`src/rtl/spram_bus_arb.sv`:
```
// spram_bus_arb: two-master (CPU / audio DMA) front end for the SPRAM word store.
// One access at a time through a fixed IDLE -> ISSUE -> WAIT -> RESP sequence;
// round-robin between masters when both request in the same cycle.
module spram_bus_arb #(
    parameter int ADDR_WIDTH    = 14,
    parameter int RAM_ADDR_PORT = 22
) (
    input  logic                     clk,
    input  logic                     resetn,
    input  logic                     cpu_valid,
    output logic                     cpu_ready,
    input  logic [31:0]              cpu_addr,
    input  logic [31:0]              cpu_wdata,
    input  logic [3:0]               cpu_wstrb,
    output logic [31:0]              cpu_rdata,
    input  logic                     dma_valid,
    output logic                     dma_ready,
    input  logic                     dma_we,
    input  logic [ADDR_WIDTH-1:0]    dma_addr,
    input  logic [31:0]              dma_wdata,
    output logic [31:0]              dma_rdata,
    output logic [3:0]               ram_wen,
    output logic [RAM_ADDR_PORT-1:0] ram_addr,
    output logic [31:0]              ram_wdata,
    input  logic [31:0]              ram_rdata
);

    typedef enum logic [1:0] {
        S_IDLE  = 2'd0,
        S_ISSUE = 2'd1,
        S_WAIT  = 2'd2,
        S_RESP  = 2'd3
    } state_t;

    localparam logic OWN_CPU = 1'b0;
    localparam logic OWN_DMA = 1'b1;

    state_t                  state_q, state_d;
    logic                    owner_q, owner_d;
    logic                    last_owner_q, last_owner_d;
    logic                    is_read_q, is_read_d;
    logic [3:0]              ram_wen_q, ram_wen_d;
    logic [ADDR_WIDTH-1:0]   ram_addr_q, ram_addr_d;
    logic [31:0]             ram_wdata_q, ram_wdata_d;
    logic                    cpu_ready_q, cpu_ready_d;
    logic                    dma_ready_q, dma_ready_d;
    logic [31:0]             cpu_rdata_q, cpu_rdata_d;
    logic [31:0]             dma_rdata_q, dma_rdata_d;
    logic                    grant_dma_s;

    // Byte-offset bits and bits above the SPRAM size are deliberately ignored;
    // dropping the high bits is what makes oversized CPU addresses alias.
    logic cpu_addr_unused_s;
    assign cpu_addr_unused_s = ^{cpu_addr[31:ADDR_WIDTH+2], cpu_addr[1:0]};

    // Next-state and next-output logic for the access sequencer.
    always_comb begin
        state_d      = state_q;
        owner_d      = owner_q;
        last_owner_d = last_owner_q;
        is_read_d    = is_read_q;
        ram_wen_d    = ram_wen_q;
        ram_addr_d   = ram_addr_q;
        ram_wdata_d  = ram_wdata_q;
        cpu_ready_d  = cpu_ready_q;
        dma_ready_d  = dma_ready_q;
        cpu_rdata_d  = cpu_rdata_q;
        dma_rdata_d  = dma_rdata_q;
        grant_dma_s  = 1'b0;

        case (state_q)
            S_IDLE: begin
                // DMA wins a conflict only when the CPU was served last.
                grant_dma_s = dma_valid && (!cpu_valid || (last_owner_q == OWN_CPU));
                if (cpu_valid || dma_valid) begin
                    state_d = S_ISSUE;
                    if (grant_dma_s) begin
                        owner_d     = OWN_DMA;
                        ram_addr_d  = dma_addr;
                        ram_wdata_d = dma_wdata;
                        ram_wen_d   = dma_we ? 4'b1111 : 4'b0000;
                        is_read_d   = !dma_we;
                    end else begin
                        owner_d     = OWN_CPU;
                        ram_addr_d  = cpu_addr[ADDR_WIDTH+1:2];
                        ram_wdata_d = cpu_wdata;
                        ram_wen_d   = cpu_wstrb;
                        is_read_d   = (cpu_wstrb == 4'b0000);
                    end
                end else begin
                    state_d = S_IDLE;
                end
            end
            S_ISSUE: begin
                // SPRAM samples address/data/enables at the end of this cycle.
                ram_wen_d = 4'b0000;
                state_d   = S_WAIT;
            end
            S_WAIT: begin
                // Read data is valid now; only the owner's view is updated.
                if (owner_q == OWN_DMA) begin
                    dma_ready_d = 1'b1;
                    if (is_read_q) begin
                        dma_rdata_d = ram_rdata;
                    end else begin
                        dma_rdata_d = dma_rdata_q;
                    end
                end else begin
                    cpu_ready_d = 1'b1;
                    if (is_read_q) begin
                        cpu_rdata_d = ram_rdata;
                    end else begin
                        cpu_rdata_d = cpu_rdata_q;
                    end
                end
                state_d = S_RESP;
            end
            S_RESP: begin
                cpu_ready_d  = 1'b0;
                dma_ready_d  = 1'b0;
                last_owner_d = owner_q;
                state_d      = S_IDLE;
            end
            default: begin
                ram_wen_d   = 4'b0000;
                cpu_ready_d = 1'b0;
                dma_ready_d = 1'b0;
                state_d     = S_IDLE;
            end
        endcase
    end

    // State and output registers; reset aborts any access in flight.
    always_ff @(posedge clk or negedge resetn) begin
        if (!resetn) begin
            state_q      <= S_IDLE;
            owner_q      <= OWN_CPU;
            last_owner_q <= OWN_CPU;
            is_read_q    <= 1'b0;
            ram_wen_q    <= 4'b0000;
            ram_addr_q   <= {ADDR_WIDTH{1'b0}};
            ram_wdata_q  <= 32'h0000_0000;
            cpu_ready_q  <= 1'b0;
            dma_ready_q  <= 1'b0;
            cpu_rdata_q  <= 32'h0000_0000;
            dma_rdata_q  <= 32'h0000_0000;
        end else begin
            state_q      <= state_d;
            owner_q      <= owner_d;
            last_owner_q <= last_owner_d;
            is_read_q    <= is_read_d;
            ram_wen_q    <= ram_wen_d;
            ram_addr_q   <= ram_addr_d;
            ram_wdata_q  <= ram_wdata_d;
            cpu_ready_q  <= cpu_ready_d;
            dma_ready_q  <= dma_ready_d;
            cpu_rdata_q  <= cpu_rdata_d;
            dma_rdata_q  <= dma_rdata_d;
        end
    end

    assign cpu_ready = cpu_ready_q;
    assign dma_ready = dma_ready_q;
    assign cpu_rdata = cpu_rdata_q;
    assign dma_rdata = dma_rdata_q;
    assign ram_wen   = ram_wen_q;
    assign ram_addr  = {{(RAM_ADDR_PORT-ADDR_WIDTH){1'b0}}, ram_addr_q};
    assign ram_wdata = ram_wdata_q;

endmodule

```
`config.mk`:
```
export PLATFORM = sky130hd
export DESIGN_NAME = spram_bus_arb
export DESIGN_NICKNAME = d
export VERILOG_FILES = /design/src/rtl/spram_bus_arb.sv
export SDC_FILE = /design/constraint.sdc
export NUM_CORES = 1
export LEC_CHECK = 0
export ABC_CLOCK_PERIOD_IN_PS = 4300
export CAP_MARGIN = 30
export CORE_MARGIN = 5
export CORE_UTILIZATION = 35
export CTS_CLUSTER_DIAMETER = 200
export DETAILED_ROUTE_END_ITERATION = 7
export GPL_TIMING_DRIVEN = 0
export PLACE_DENSITY = 0.69
export SLEW_MARGIN = 10
export SYNTH_ARGS = -nofsm -noshare
export SYNTH_HDL_FRONTEND = slang
export SYNTH_SLANG_ARGS = --single-unit
```
`constraint.sdc`:
```
create_clock -name clk -period 4.3 [get_ports clk]
set_clock_uncertainty 0.05 [all_clocks]
set_input_delay 0.86 -clock clk [delete_from_list [all_inputs] [get_ports clk]]
set_output_delay 0.86 -clock clk [all_outputs]
set_load 0.05 [all_outputs]
```
==> results.yml <==
status:
  status: "completed"
routing:
  postRouteAntennaNets: 0
  vias: 4395
  wirelength_mm: 15.4
  drt-initial-drc-count: 184
  first_pass_iters: 4
  avgViaCountPerCell: 4.83
  drc: 0
  routedWlPerCell_um: 17.0
cts:
  path_clk_slew_ns: 0.06
  cts_root_buf: "clkbuf_16"
  clk_path_buf_depth: 2
  clkLatencyLatePin_ns: 0.40
  cts.sinks: 121
  cts_made_buffers: 17
  post_cts_buffers: 0
  hold_buffers: 0
  cts_tree: "done"
  ctsResizeCount: 0
  htreeDepth: 4
worst_setup_path:
  slowest_delay_ns: 0.84
  critPathKind: "flop to output port"
  cp_max_fo: 3
  path_cells: "clkdlybuf4s50_1"
  crit_arrival_ns: 1.62
  cp_slowest_cell: "clkdlybuf4s50_1"
  worst-path-buf-inv: 1
  setup.worst_path.start_class: "flop"
  cp_top_family: "buffers and inverters"
  cp-end-kind: "output port"
  required_ns: 3.39
  rrSetupSlack_ns: 2.54
yosys:
  yosys-top-cells-area: "dfrtp_1, mux2_2, a21oi_1, nand2_1, nor2_1"
  yosysMostFrequentCell: "dfrtp_1"
  ys_async_sr_fraction: 1.00
  synth_top_area_cell: "dfrtp_1"
  ys_types: 30
  avgSynthCellArea_sq_um: 11.4
  ys_seq_area_frac: 0.600
  ys_seq_elements: 121
  yosys-top-cells-count: "dfrtp_1, a21oi_1, mux2_2, nand2_1, nor2_1"
  synth_edf_count: 0
  synth_top_area_frac: 0.600
  yosysWarningCount: 0
  syn-instance-count: 441
  synth_flop_cell: "dfrtp_1"
  syn_area_sq_mm: 0.00505
sta:
  max_freq_ghz: 0.395
  fin_crit_ns: 2.53
  slew_viol_final: 0
  hold_violations: 0
  finalSetupViolations: 0
  worst_pin_slew_ns: 0.573
  rsz0062_at_grt: "false"
  min_period_over_period: 0.588
  holdWs_ns: 0.377
  maxSlewHeadroom: 0.617
  timing.final.ws_setup_ns: 1.77
global_routing:
  grt_max_degree: 65
  grt_pass1_vias: 4596
  grt_pass1_wl_mm: 24.2
  overflow: 0
  grt_usage: 0.184
  antenna_found_initial: 0
floorplanning:
  die_h_um: 130
  num_rows: 43
  core-area_sq_mm: 0.0140
  io_pins: 275
  die_x_um: 130
  die_area_sq_mm: 0.0169
  start_util: 0.361
layout:
  fin_nets: 871
  drive_gt1_frac: 0.181
  antenna_cells: 0
  syn2layout_area_growth_pct: 68.0
job:
  maxCapViolCount: 0
power_and_ir_drop:
  power-per-cell-area_mw_per_mm2: 968
  p_leak_nw: 3.62
  irDropWorstVdd_mv: 0.371
placed_design:
  port_buffers: 248
  pre_cts_ws_ns: 1.81
  hpwl_mm: 12.0
  gp_congestion: 0.812
worst_hold_path:
  worstHoldPathType: "primary input to asynchronous set/reset pin"
==> state kept, by name (all words and copies together), names as in the netlist <==
signal        cells
cpu_rdata        32
cpu_ready         1
dma_rdata        32
dma_ready         1
is_read_q         1
last_owner_q      1
owner_q           1
ram_addr_q       14
ram_wdata        32
ram_wen           4
state_q           2
==> cell type report <==
class	count	area, sq um
buffer	34	214
clock buffer	19	453
clock inverter	13	214
fill	1126	5510
inverter	3	11.3
multi-input combinational	290	1820
sequential	121	3030
tap	180	225
timing repair buffer	249	2510
==> cells in the final DEF, fill, tap and decap left out, types with 2 or more instances in the layout <==
master and n:
a21oi_1 94, a221o_1 3, and3_1 2, buf_2 12, buf_4 13, buf_6 4, bufinv_16 5, clkbuf_1 5
clkbuf_16 17, clkbuf_8 2, clkdlybuf4s50_1 247, clkinv_4 2, clkinvlp_4 2, conb_1 8, dfrtp_1 121, ha_1 4
inv_1 3, inv_6 3, mux2_1 2, mux2_2 63, nand2_1 48, nand3_1 2, nor2_1 48, o21ai_0 4
==> through the flow <==
step           setup TNS [ns]  power (mW)  cell area, sq um  utilization  std cells
6_report                    0        8.20              8480        0.606        909
5_1_grt                     0        8.59              8480        0.606        909
4_1_cts                     0        8.28              8480        0.606        909
3_5_place_dp                0        6.66              7810        0.558        877
3_3_place_gp          -280.44        6.58              7780        0.556        876
2_1_floorplan               0        5.02              5070            -        448
==> where the power goes <==
part | switching [mW] | internal (mW)
Sequential | 0.316 | 1.73
Combinational | 2.93 | 1.64
Clock | 0.523 | 1.07
Total | 3.77 | 4.43
==> routing by layer <==
layer	GRT usage	part of all wire	vias to the layer above
met5	0	0	-
met4	0.0819	0.026	0
met3	0.0745	0.11	35
met2	0.295	0.46	210
met1	0.218	0.40	2098
li1	-	-	2052
==> logic make-up (layout without fill, tap and decap cells) <==
group / Yosys count / count (layout) / synth area share
buf+inv: 37 / 318 / 0.0446
simple gates: 105 / 105 / 0.0841
other cells: 1 / 8 / 0.000743
mux: 65 / 65 / 0.145
compound gates: 108 / 108 / 0.116
fa+ha+maj: 4 / 4 / 0.00992
flops: 121 / 121 / 0.600
==> path summary, 6_finish.rpt <==
path	startpoint	end	cells after the start
worst max-delay path	dma_ready$_DFFE_PN0P_	dma_ready	1
worst min-delay path	resetn	dma_rdata[9]$_DFFE_PN0P_	1
worst max register to register	state_q[0]$_DFF_PN0_	dma_rdata[23]$_DFFE_PN0P_	5
worst min register to register	cpu_rdata[16]$_DFFE_PN0P_	cpu_rdata[16]$_DFFE_PN0P_	1
max in group asynchronous	resetn	ram_addr_q[11]$_DFFE_PN0P_	2
min in group clk	cpu_rdata[16]$_DFFE_PN0P_	cpu_rdata[16]$_DFFE_PN0P_	1
==> worst register-to-register path: stages, from the launching register on <==
cell and delay [ns]:
dfrtp_1 0.37, inv_1 0.07, ha_1 0.26, nand3_1 0.21
buf_2 0.31, mux2_2 0.38
Note: power is estimated with default switching activity, not from simulation.
